$ cat config.mk
export PLATFORM = sky130hd
export DESIGN_NAME = id_ex_operand_stage
export DESIGN_NICKNAME = d
export VERILOG_FILES = /design/src/rtl/lab3_pkg.sv /design/src/rtl/forward_select.sv /design/src/rtl/id_ex_operand_stage.sv
export SDC_FILE = /design/constraint.sdc
export NUM_CORES = 1
export LEC_CHECK = 0
export ABC_AREA = 1
export BUFFER_PORTS_ARGS = -buffer_cell sky130_fd_sc_hd__buf_2
export CORE_AREA = 2 2 193 195
export DETAILED_ROUTE_END_ITERATION = 8
export DIE_AREA = 0 0 195 197
export PLACE_DENSITY = 0.69
export SYNTH_ARGS = -nofsm -noshare
export SYNTH_HDL_FRONTEND = slang
export SYNTH_HIERARCHICAL = 1
export SYNTH_SLANG_ARGS = --single-unit
$ cat constraint.sdc
create_clock -name clk -period 2.1 [get_ports clk]
set_input_delay 0.21 -clock clk [delete_from_list [all_inputs] [get_ports clk]]
set_output_delay 0.21 -clock clk [all_outputs]
set_load 0.05 [all_outputs]
$ cat src/rtl/lab3_pkg.sv
// Shared constants and the forwarding-source code for the ID/EX operand stage.
package lab3_pkg;
    localparam int WIDTH    = 64;
    localparam int ZERO_REG = 31;

    typedef enum logic [2:0] {
        FWD_ZERO,
        FWD_EX,
        FWD_EXMEM,
        FWD_MEMWB,
        FWD_RF
    } fwd_sel_t;
endpackage

$ cat src/rtl/forward_select.sv
// One operand's bypass mux: picks the youngest in-flight producer of rs, else the regfile.
module forward_select #(
    parameter int WIDTH    = lab3_pkg::WIDTH,
    parameter int ZERO_REG = lab3_pkg::ZERO_REG
) (
    input  logic [4:0]       rs,
    input  logic             exEn,
    input  logic [4:0]       exRd,
    input  logic             exMemEn,
    input  logic [4:0]       exMemRd,
    input  logic             memWbEn,
    input  logic [4:0]       memWbRd,
    input  logic [WIDTH-1:0] exData,
    input  logic [WIDTH-1:0] exMemData,
    input  logic [WIDTH-1:0] memWbData,
    input  logic [WIDTH-1:0] rfData,
    output logic [WIDTH-1:0] value,
    output lab3_pkg::fwd_sel_t sel
);
    import lab3_pkg::*;

    localparam logic [4:0] ZR = 5'(ZERO_REG);

    always_comb begin
        if (rs == ZR)                        sel = FWD_ZERO;
        else if (exEn && exRd == rs)         sel = FWD_EX;
        else if (exMemEn && exMemRd == rs)   sel = FWD_EXMEM;
        else if (memWbEn && memWbRd == rs)   sel = FWD_MEMWB;
        else                                 sel = FWD_RF;
    end

    always_comb begin
        case (sel)
            FWD_EX:    value = exData;
            FWD_EXMEM: value = exMemData;
            FWD_MEMWB: value = memWbData;
            FWD_RF:    value = rfData;
            default:   value = '0;
        endcase
    end
endmodule

$ cat src/rtl/id_ex_operand_stage.sv
// ID/EX register with operand forwarding, load-use bubble insertion, stall and flush.
module id_ex_operand_stage #(
    parameter int WIDTH    = lab3_pkg::WIDTH,
    parameter int ZERO_REG = lab3_pkg::ZERO_REG
) (
    input  logic             clk,
    input  logic             reset,
    input  logic             in_valid,
    input  logic [4:0]       ReadRegister1,
    input  logic [4:0]       ReadRegister2,
    input  logic             in_UseA,
    input  logic             in_UseB,
    input  logic [WIDTH-1:0] ReadData1,
    input  logic [WIDTH-1:0] ReadData2,
    input  logic [4:0]       in_Rd,
    input  logic             in_RegWrite,
    input  logic             in_MemRead,
    input  logic [WIDTH-1:0] ExAluResult,
    input  logic [4:0]       ExMemRd,
    input  logic             ExMemRegWrite,
    input  logic             ExMemMemRead,
    input  logic [WIDTH-1:0] ExMemResult,
    input  logic [4:0]       MemWbRd,
    input  logic             MemWbRegWrite,
    input  logic [WIDTH-1:0] MemWbData,
    input  logic             Stall,
    input  logic             Flush,
    output logic             ex_valid,
    output logic             ex_RegWrite,
    output logic             ex_MemRead,
    output logic [4:0]       ex_Rd,
    output logic [WIDTH-1:0] ex_A,
    output logic [WIDTH-1:0] ex_B,
    output logic             LoadUseHazard
);
    import lab3_pkg::*;

    localparam int         NUM_SRC = 2;
    localparam logic [4:0] ZR      = 5'(ZERO_REG);

    logic [NUM_SRC-1:0][4:0]       rsArr;
    logic [NUM_SRC-1:0][WIDTH-1:0] rfArr;
    logic [NUM_SRC-1:0][WIDTH-1:0] opVal;
    logic [NUM_SRC-1:0]            useArr;
    logic [NUM_SRC-1:0]            srcHaz;
    fwd_sel_t                      fwdSel [NUM_SRC];

    assign rsArr  = {ReadRegister2, ReadRegister1};
    assign rfArr  = {ReadData2, ReadData1};
    assign useArr = {in_UseB, in_UseA};

    // Loads never forward from EX or EX/MEM: their data does not exist until MEM/WB.
    logic exFwdEn, exMemFwdEn;
    assign exFwdEn    = ex_valid & ex_RegWrite & ~ex_MemRead;
    assign exMemFwdEn = ExMemRegWrite & ~ExMemMemRead;

    for (genvar g = 0; g < NUM_SRC; g++) begin : gSrc
        forward_select #(.WIDTH(WIDTH), .ZERO_REG(ZERO_REG)) uFwd (
            .rs        (rsArr[g]),
            .exEn      (exFwdEn),
            .exRd      (ex_Rd),
            .exMemEn   (exMemFwdEn),
            .exMemRd   (ExMemRd),
            .memWbEn   (MemWbRegWrite),
            .memWbRd   (MemWbRd),
            .exData    (ExAluResult),
            .exMemData (ExMemResult),
            .memWbData (MemWbData),
            .rfData    (rfArr[g]),
            .value     (opVal[g]),
            .sel       (fwdSel[g])
        );

        assign srcHaz[g] = useArr[g] && rsArr[g] != ZR &&
                           ((ex_valid && ex_MemRead && ex_Rd == rsArr[g]) ||
                            (ExMemRegWrite && ExMemMemRead && ExMemRd == rsArr[g]));

        always_comb begin
            assert (fwdSel[g] != FWD_ZERO || opVal[g] == '0);
        end
    end

    assign LoadUseHazard = in_valid & (|srcHaz);

    always_ff @(posedge clk) begin
        if (reset) begin
            ex_valid    <= 1'b0;
            ex_RegWrite <= 1'b0;
            ex_MemRead  <= 1'b0;
            ex_Rd       <= '0;
            ex_A        <= '0;
            ex_B        <= '0;
        end else if (Flush || (!Stall && LoadUseHazard)) begin
            ex_valid    <= 1'b0;
            ex_RegWrite <= 1'b0;
            ex_MemRead  <= 1'b0;
            ex_Rd       <= ZR;
            ex_A        <= '0;
            ex_B        <= '0;
        end else if (!Stall) begin
            ex_valid    <= in_valid;
            ex_RegWrite <= in_RegWrite & in_valid;
            ex_MemRead  <= in_MemRead & in_valid;
            ex_Rd       <= in_Rd;
            ex_A        <= opVal[0];
            ex_B        <= opVal[1];
        end
    end
endmodule

==> impl_metrics.toml, run 1 <==
[status]
status = "finished, final reports clean"

[detailed_routing]
first_pass_iters = 5
drt_iter0_drc = 761
wire_per_inst_um = 17.8
drtAntennaViolNets = 0
viasPerCell = 4.86
drc = 0
drt-total-wl_um = 50300
via_count = 13766

[grt]
use_met3_pct = 7.49
grt-ovfl-total = 0
antenna_found_initial = 12
grt_pass1_wl_um = 72200
busiest_layer = "met2"
grt_use_met1_pct = 28.3
grt_max_degree = 63
met2_usage_pct = 41.5
grt_pass1_vias = 13104
track_usage_pct = 24.4

[placed_design]
numPortBuffers = 493
gp_congestion = 0.953
dpl_cell_area_mm2 = 0.0148
post-dp-hpwl_um = 35800

[power]
p_per_area_mw_per_mm2 = 497
p_switching_mw = 2.67
swShare_pct = 34.1
comb_power_share_pct = 27.3
seq_power_share_pct = 34.9
p_leak_nw = 8.94
clkPwrFrac_pct = 37.8
intPower_mw = 5.18
peakVddDrop_mv = 0.571

[die]
rows = 70
die_x_um = 195
ioPinCount = 494
core_area_mm2 = 0.0363
chipHeight_um = 197
start_util_pct = 32.6
die_area_mm2 = 0.0384

[clock_tree]
cts_tree = "yes"
cts_buffers = 17
clock_latency_ns = 0.44
clock_path_buffers = 2
cts_num_sinks = 136
path_clk_slew_ns = 0.06
h-tree-depth = 4
clockRootBuffer = "clkbuf_16"

[setup_path]
crit_buf_inv = 4
crit_path_start_kind = "register"
critPathMaxStageDelay_ns = 0.34
cp_top_family = "simple AND/OR/NAND/NOR gates"
worstPathCellList = "nand2_1 -> nor2_2 -> nand2_1 -> nor2_2 -> nand3_2 -> nand2_4 -> buf_4 -> inv_8 -> buf_12 -> nand3_1 -> nand2_1 -> inv_1 -> nand2_1 -> mux2i_1 -> nor2_2"
crit_fanout = 34
reg2reg_setup_slack_ns = 0.06
crit_top_cell = "nand2_1"
critPathKind = "reg -> reg"
critical-path-slowest-cell = "dfxtp_2"
arrival_ns = 2.37
worstPathRequired_ns = 2.43
end_kind = "register"

[timing]
maxSlewViolCount = 0
hold-worst-slack_ns = 0.0324
skew_ns = 0.0123
fmax_mhz = 490
fin_crit_ns = 2.04
fin_crit_sh_pct = 97.2
hold_viol = 0
worst_pin_slew_ns = 0.597
relSlewSlack_pct = 60.2
grt_setup_unrepaired = "true"
setup_viol = 0

[layout]
layout.nets = 2702
fin_area_mm2 = 0.0158
drive_gt1_share_pct = 35.2
area_delta_synth_final_pct = 33.7

[yosys]
synth_fp_nets = 2212
syn_area_mm2 = 0.0118
ys_warn_count = 6
synthCells = 1855
syn_avg_cell_area_um2 = 6.37

[run]
drv_cap = 0

[hold_path]
hold_path.class = "in -> reg"
[area by class of cell]
type	instances	area [um^2]
Inverter	334	1270
Fill cell	3777	20500
Multi-Input combinational cell	1275	6940
Antenna cell	6	15.0
Clock buffer	23	478
Sequential cell	136	2750
Clock inverter	7	71.3
Tap cell	468	586
Timing Repair Buffer	581	3690
[per-stage QoR]
stage                     worst slack (ns)  power (mW)  instances  utilization [%]  setup TNS, ns
after floorplan                     0.0740        4.04       1855                -              0
after global placement             -0.0916        4.85       2776             40.8          -1.72
after detailed placement            -0.116        4.87       2776             40.8          -2.84
after CTS                          0.00556        7.88       2812             42.5              0
after global routing               -0.0275        8.21       2827             43.5         -0.133
final                               0.0592        7.85       2830             43.6              0
[path summary, 6_finish.rpt]
check	from	end	depth (start not counted)
max	ex_RegWrite	ex_B[44]	15
min	in_RegWrite	ex_RegWrite	3
max reg2reg	ex_RegWrite	ex_B[44]	15
min reg2reg	ex_B[63]	ex_B[63]	2
[layer usage]
metal / share of wire [%] / vias to the layer above
li1: - / 6706
met1: 39 / 6223
met2: 47 / 700
met3: 9.6 / 123
met4: 3.8 / 14
met5: 0.20 / -
[state kept, by name (all words and copies together), names as in the netlist]
name,count
ex_valid,1
ex_A,64
ex_RegWrite,1
ex_B,64
ex_Rd,5
ex_MemRead,1
[timing repair]
item | CTS | global route
cloned | 2 | 11
setup buffers | 4 | 2
pin swaps | 3 | 8
hold buffers | 0 | 0
setup endpoints to repair | 64 | 117
resized for setup | 9 | 33
[cells in the final DEF, fill, tap and decap left out]
cell type   count
nor3_2          2
buf_2         491
o21a_1          2
nand3_4         1
mux2i_1       128
inv_8           2
inv_2          20
nand3_2       108
dfxtp_1       128
nand3_1       166
clkbuf_1        3
buf_4          45
clkbuf_8        4
bufinv_16       1
diode_2         6
o21ai_0         5
a21oi_2         2
xor2_1          1
buf_12         24
clkinvlp_4      3
dfxtp_4         5
o21ai_1         2
clkinv_2        2
nand4_1         2
nor2_4          7
dfxtp_2         3
a22oi_1         2
nand2_2         4
clkbuf_16      26
buf_6           8
clkinv_4        1
nor2_1        242
nand2_4         2
buf_16          3
nor2_2         66
nand2_1       405
a21oi_1       128
inv_1         312
[worst reg2reg max path, stage by stage, from the launching register on]
cell and delay [ns]:
dfxtp_2 0.34, nand2_1 0.06, nor2_2 0.15, nand2_1 0.09
nor2_2 0.14, nand3_2 0.12, nand2_4 0.09, buf_4 0.15
inv_8 0.07, buf_12 0.18, nand3_1 0.10, nand2_1 0.11
inv_1 0.08, nand2_1 0.04, mux2i_1 0.15, nor2_2 0.05
[power groups by stage]
stage	Combinational, mW	Sequential [mW]	Clock, mW
2_1_floorplan	0.911	3.13	0
3_3_place_gp	2.06	2.79	0
3_5_place_dp	2.08	2.80	0
4_1_cts	2.10	2.74	3.04
5_1_grt	2.30	2.75	3.15
6_report	2.14	2.74	2.97
Note: power is estimated with default switching activity, not from simulation.
==> run 2, diff against run 1 <==
--- a/config.mk
+++ b/config.mk
@@ -5,12 +5,11 @@
 export SDC_FILE = /design/constraint.sdc
 export NUM_CORES = 1
 export LEC_CHECK = 0
-export ABC_AREA = 1
 export BUFFER_PORTS_ARGS = -buffer_cell sky130_fd_sc_hd__buf_2
 export CORE_AREA = 2 2 193 195
 export DETAILED_ROUTE_END_ITERATION = 8
 export DIE_AREA = 0 0 195 197
-export PLACE_DENSITY = 0.69
+export PLACE_DENSITY = 0.65
 export SYNTH_ARGS = -nofsm -noshare
 export SYNTH_HDL_FRONTEND = slang
 export SYNTH_HIERARCHICAL = 1
==> impl_metrics.toml, run 2 <==
[yosys]
syn_area_mm2 = 0.0105
syn_avg_cell_area_um2 = 8.76
synth_fp_nets = 1554
synthCells = 1197
ys_warn_count = 6

[grt]
grt_max_degree = 84
antenna_found_initial = 6
grt-ovfl-total = 0
grt_pass1_vias = 13112
track_usage_pct = 26.4
grt_pass1_wl_um = 78500

[status]
failed_checks = "setup timing"
status = "finished, violations left"

[setup_path]
crit_fanout = 6
crit_path_start_kind = "register"
arrival_ns = 2.70
r2r-end = "ex_B[44]"
r2r-start = "ex_Rd[1]"
critPathKind = "reg -> reg"
worstPathCellList = "xor2_4 -> nor4_4 -> buf_4 -> buf_6 -> buf_6 -> nand3_4 -> nand3_4 -> buf_12 -> clkbuf_16 -> o211ai_1 -> mux2i_1 -> a2111oi_0"
r2r_cells = 12
worstPathRequired_ns = 2.40
end_kind = "register"
cp-endpoint = "ex_B[44]"
critPathMaxStageDelay_ns = 0.40
reg2reg_setup_slack_ns = -0.30
cp-startpoint = "ex_Rd[1]"
critical-path-slowest-cell = "dfxtp_4"

[timing]
finalWorstSetupSlack_ns = -0.305
fmax_mhz = 416
setup_tns_ns = -18.23
hold-worst-slack_ns = 0.0214
setup_viol = 131
maxSlewViolCount = 0
fin_crit_sh_pct = 115
grt_setup_unrepaired = "true"
hold_viol = 0
relSlewSlack_pct = 46.9
worst_pin_slew_ns = 0.796
skew_ns = 0.00979
fin_crit_ns = 2.40

[power]
peakVddDrop_mv = 0.521
comb_power_share_pct = 27.1
clkPwrFrac_pct = 39.2
finalPower_mw = 8.16
p_switching_mw = 2.73
p_per_area_mw_per_mm2 = 480
swShare_pct = 33.5
intPower_mw = 5.43
seq_power_share_pct = 33.7
p_leak_nw = 7.50

[clock_tree]
clockRootBuffer = "clkbuf_16"
h-tree-depth = 4
clock_latency_ns = 0.43
cts_tree = "yes"
cts_buffers = 17
clock_path_buffers = 2
path_clk_slew_ns = 0.06
cts_num_sinks = 136

[placed_design]
numPortBuffers = 493
pre_cts_ws_ns = -0.358
dp.cells = 2093
gp_congestion = 0.924
post-dp-hpwl_um = 35300

[detailed_routing]
viasPerCell = 6.16
first_pass_iters = 5
drtAntennaViolNets = 0
wire_per_inst_um = 26.5
via_count = 13471
drt_iter0_drc = 1048
drt-total-wl_um = 57900
drc = 0

[die]
rows = 70
die_area_mm2 = 0.0384
start_util_pct = 28.9
core_area_mm2 = 0.0363
ioPinCount = 494
die_x_um = 195
chipHeight_um = 197

[run]
drv_cap = 0

[layout]
layout.nets = 2061
drive_gt1_share_pct = 50.5
final_cell_count_no_fill = 2186
reg.largest.list = "ex_A x64, ex_B x64, ex_Rd x5"
nFillCells = 3451
area_delta_synth_final_pct = 62.1
mostFrequentLayoutCell = "buf_2"
layout_common_cells = "buf_2 (489), mux2i_1 (256), dfxtp_1 (130)"

[hold_path]
hold_path.class = "in -> reg"
-- run 2: cell count changes in the layout (fill, tap and decap cells not counted), moves of 36 or more --
| cell | previous run | this run |
|---|---|---|
| a2111oi_2 | 0 | 76 |
| a21oi_1 | 128 | 0 |
| inv_1 | 312 | 1 |
| mux2i_1 | 128 | 256 |
| nand2_1 | 405 | 8 |
| nand3_1 | 166 | 67 |
| nand3_2 | 108 | 63 |
| nand4_1 | 2 | 128 |
| nor2_1 | 242 | 16 |
| nor2_2 | 66 | 0 |
| o211ai_1 | 0 | 128 |
| xor2_1 | 1 | 37 |
-- run 2: repair_timing --
item	CTS	global route
gates cloned	17	17
gates resized for setup	156	158
setup endpoints to repair	132	136
endpoints found under the hold margin	1	0
hold buffers	1	0
setup buffers	9	18
pin swaps	161	99
-- run 2: power by group through the flow --
stage / combinational (mW) / clock (mW) / sequential (mW)
final: 2.21 / 3.19 / 2.75
after global routing: 2.33 / 3.36 / 2.76
after CTS: 2.02 / 3.25 / 2.74
after detailed placement: 1.93 / 0 / 2.80
after global placement: 1.91 / 0 / 2.80
after floorplan: 0.733 / 0 / 3.12
-- run 2: critical path, delay by kind of cell (launching register included) --
family                 cells  cell delay, ns
AO/OA/AOI/OAI              2            0.57
XOR/XNOR                   1            0.18
buffers and inverters      5            0.71
flip-flops                 1            0.40
multiplexers               1            0.10
AND/OR/NAND/NOR            3            0.31
-- run 2: area by class of cell --
class	count	area [um^2]	share of cell area, %
Antenna cell	3	7.51	0.0442
Multi-Input combinational cell	890	8110	47.7
Inverter	2	10.0	0.0589
Clock buffer	17	425	2.50
Tap cell	468	586	3.45
Timing Repair Buffer	657	4940	29.1
Clock inverter	13	174	1.02
Sequential cell	136	2740	16.1
-- run 2: layer usage --
metal | track usage [%] | wire length (um) | vias to the layer above
met5 | 0 | 45 | -
met4 | 12.5 | 2590 | 6
met3 | 6.37 | 5450 | 182
met2 | 45.1 | 27800 | 911
met1 | 31.2 | 22000 | 6501
li1 | - | - | 5871
-- run 2: worst min-delay path by stage --
stage	endpoint	slack (ns)	from	cells after the start
5_1_grt	ex_Rd[2]	0.008	in_Rd[2]	2
3_3_place_gp	ex_Rd[3]	0.44	in_Rd[3]	2
4_1_cts	ex_Rd[0]	0.002	in_Rd[0]	2
2_1_floorplan	ex_Rd[0]	0.35	in_Rd[0]	1
3_5_place_dp	ex_Rd[3]	0.45	in_Rd[3]	2
6_report	ex_Rd[0]	0.02	in_Rd[0]	2
-- run 2: metrics by stage --
stage	utilization [%]	instance area [um^2]
after floorplan	-	10500
after global placement	38.9	14100
after detailed placement	38.9	14100
after CTS	43.8	15900
after global routing	46.8	17000
final	46.8	17000
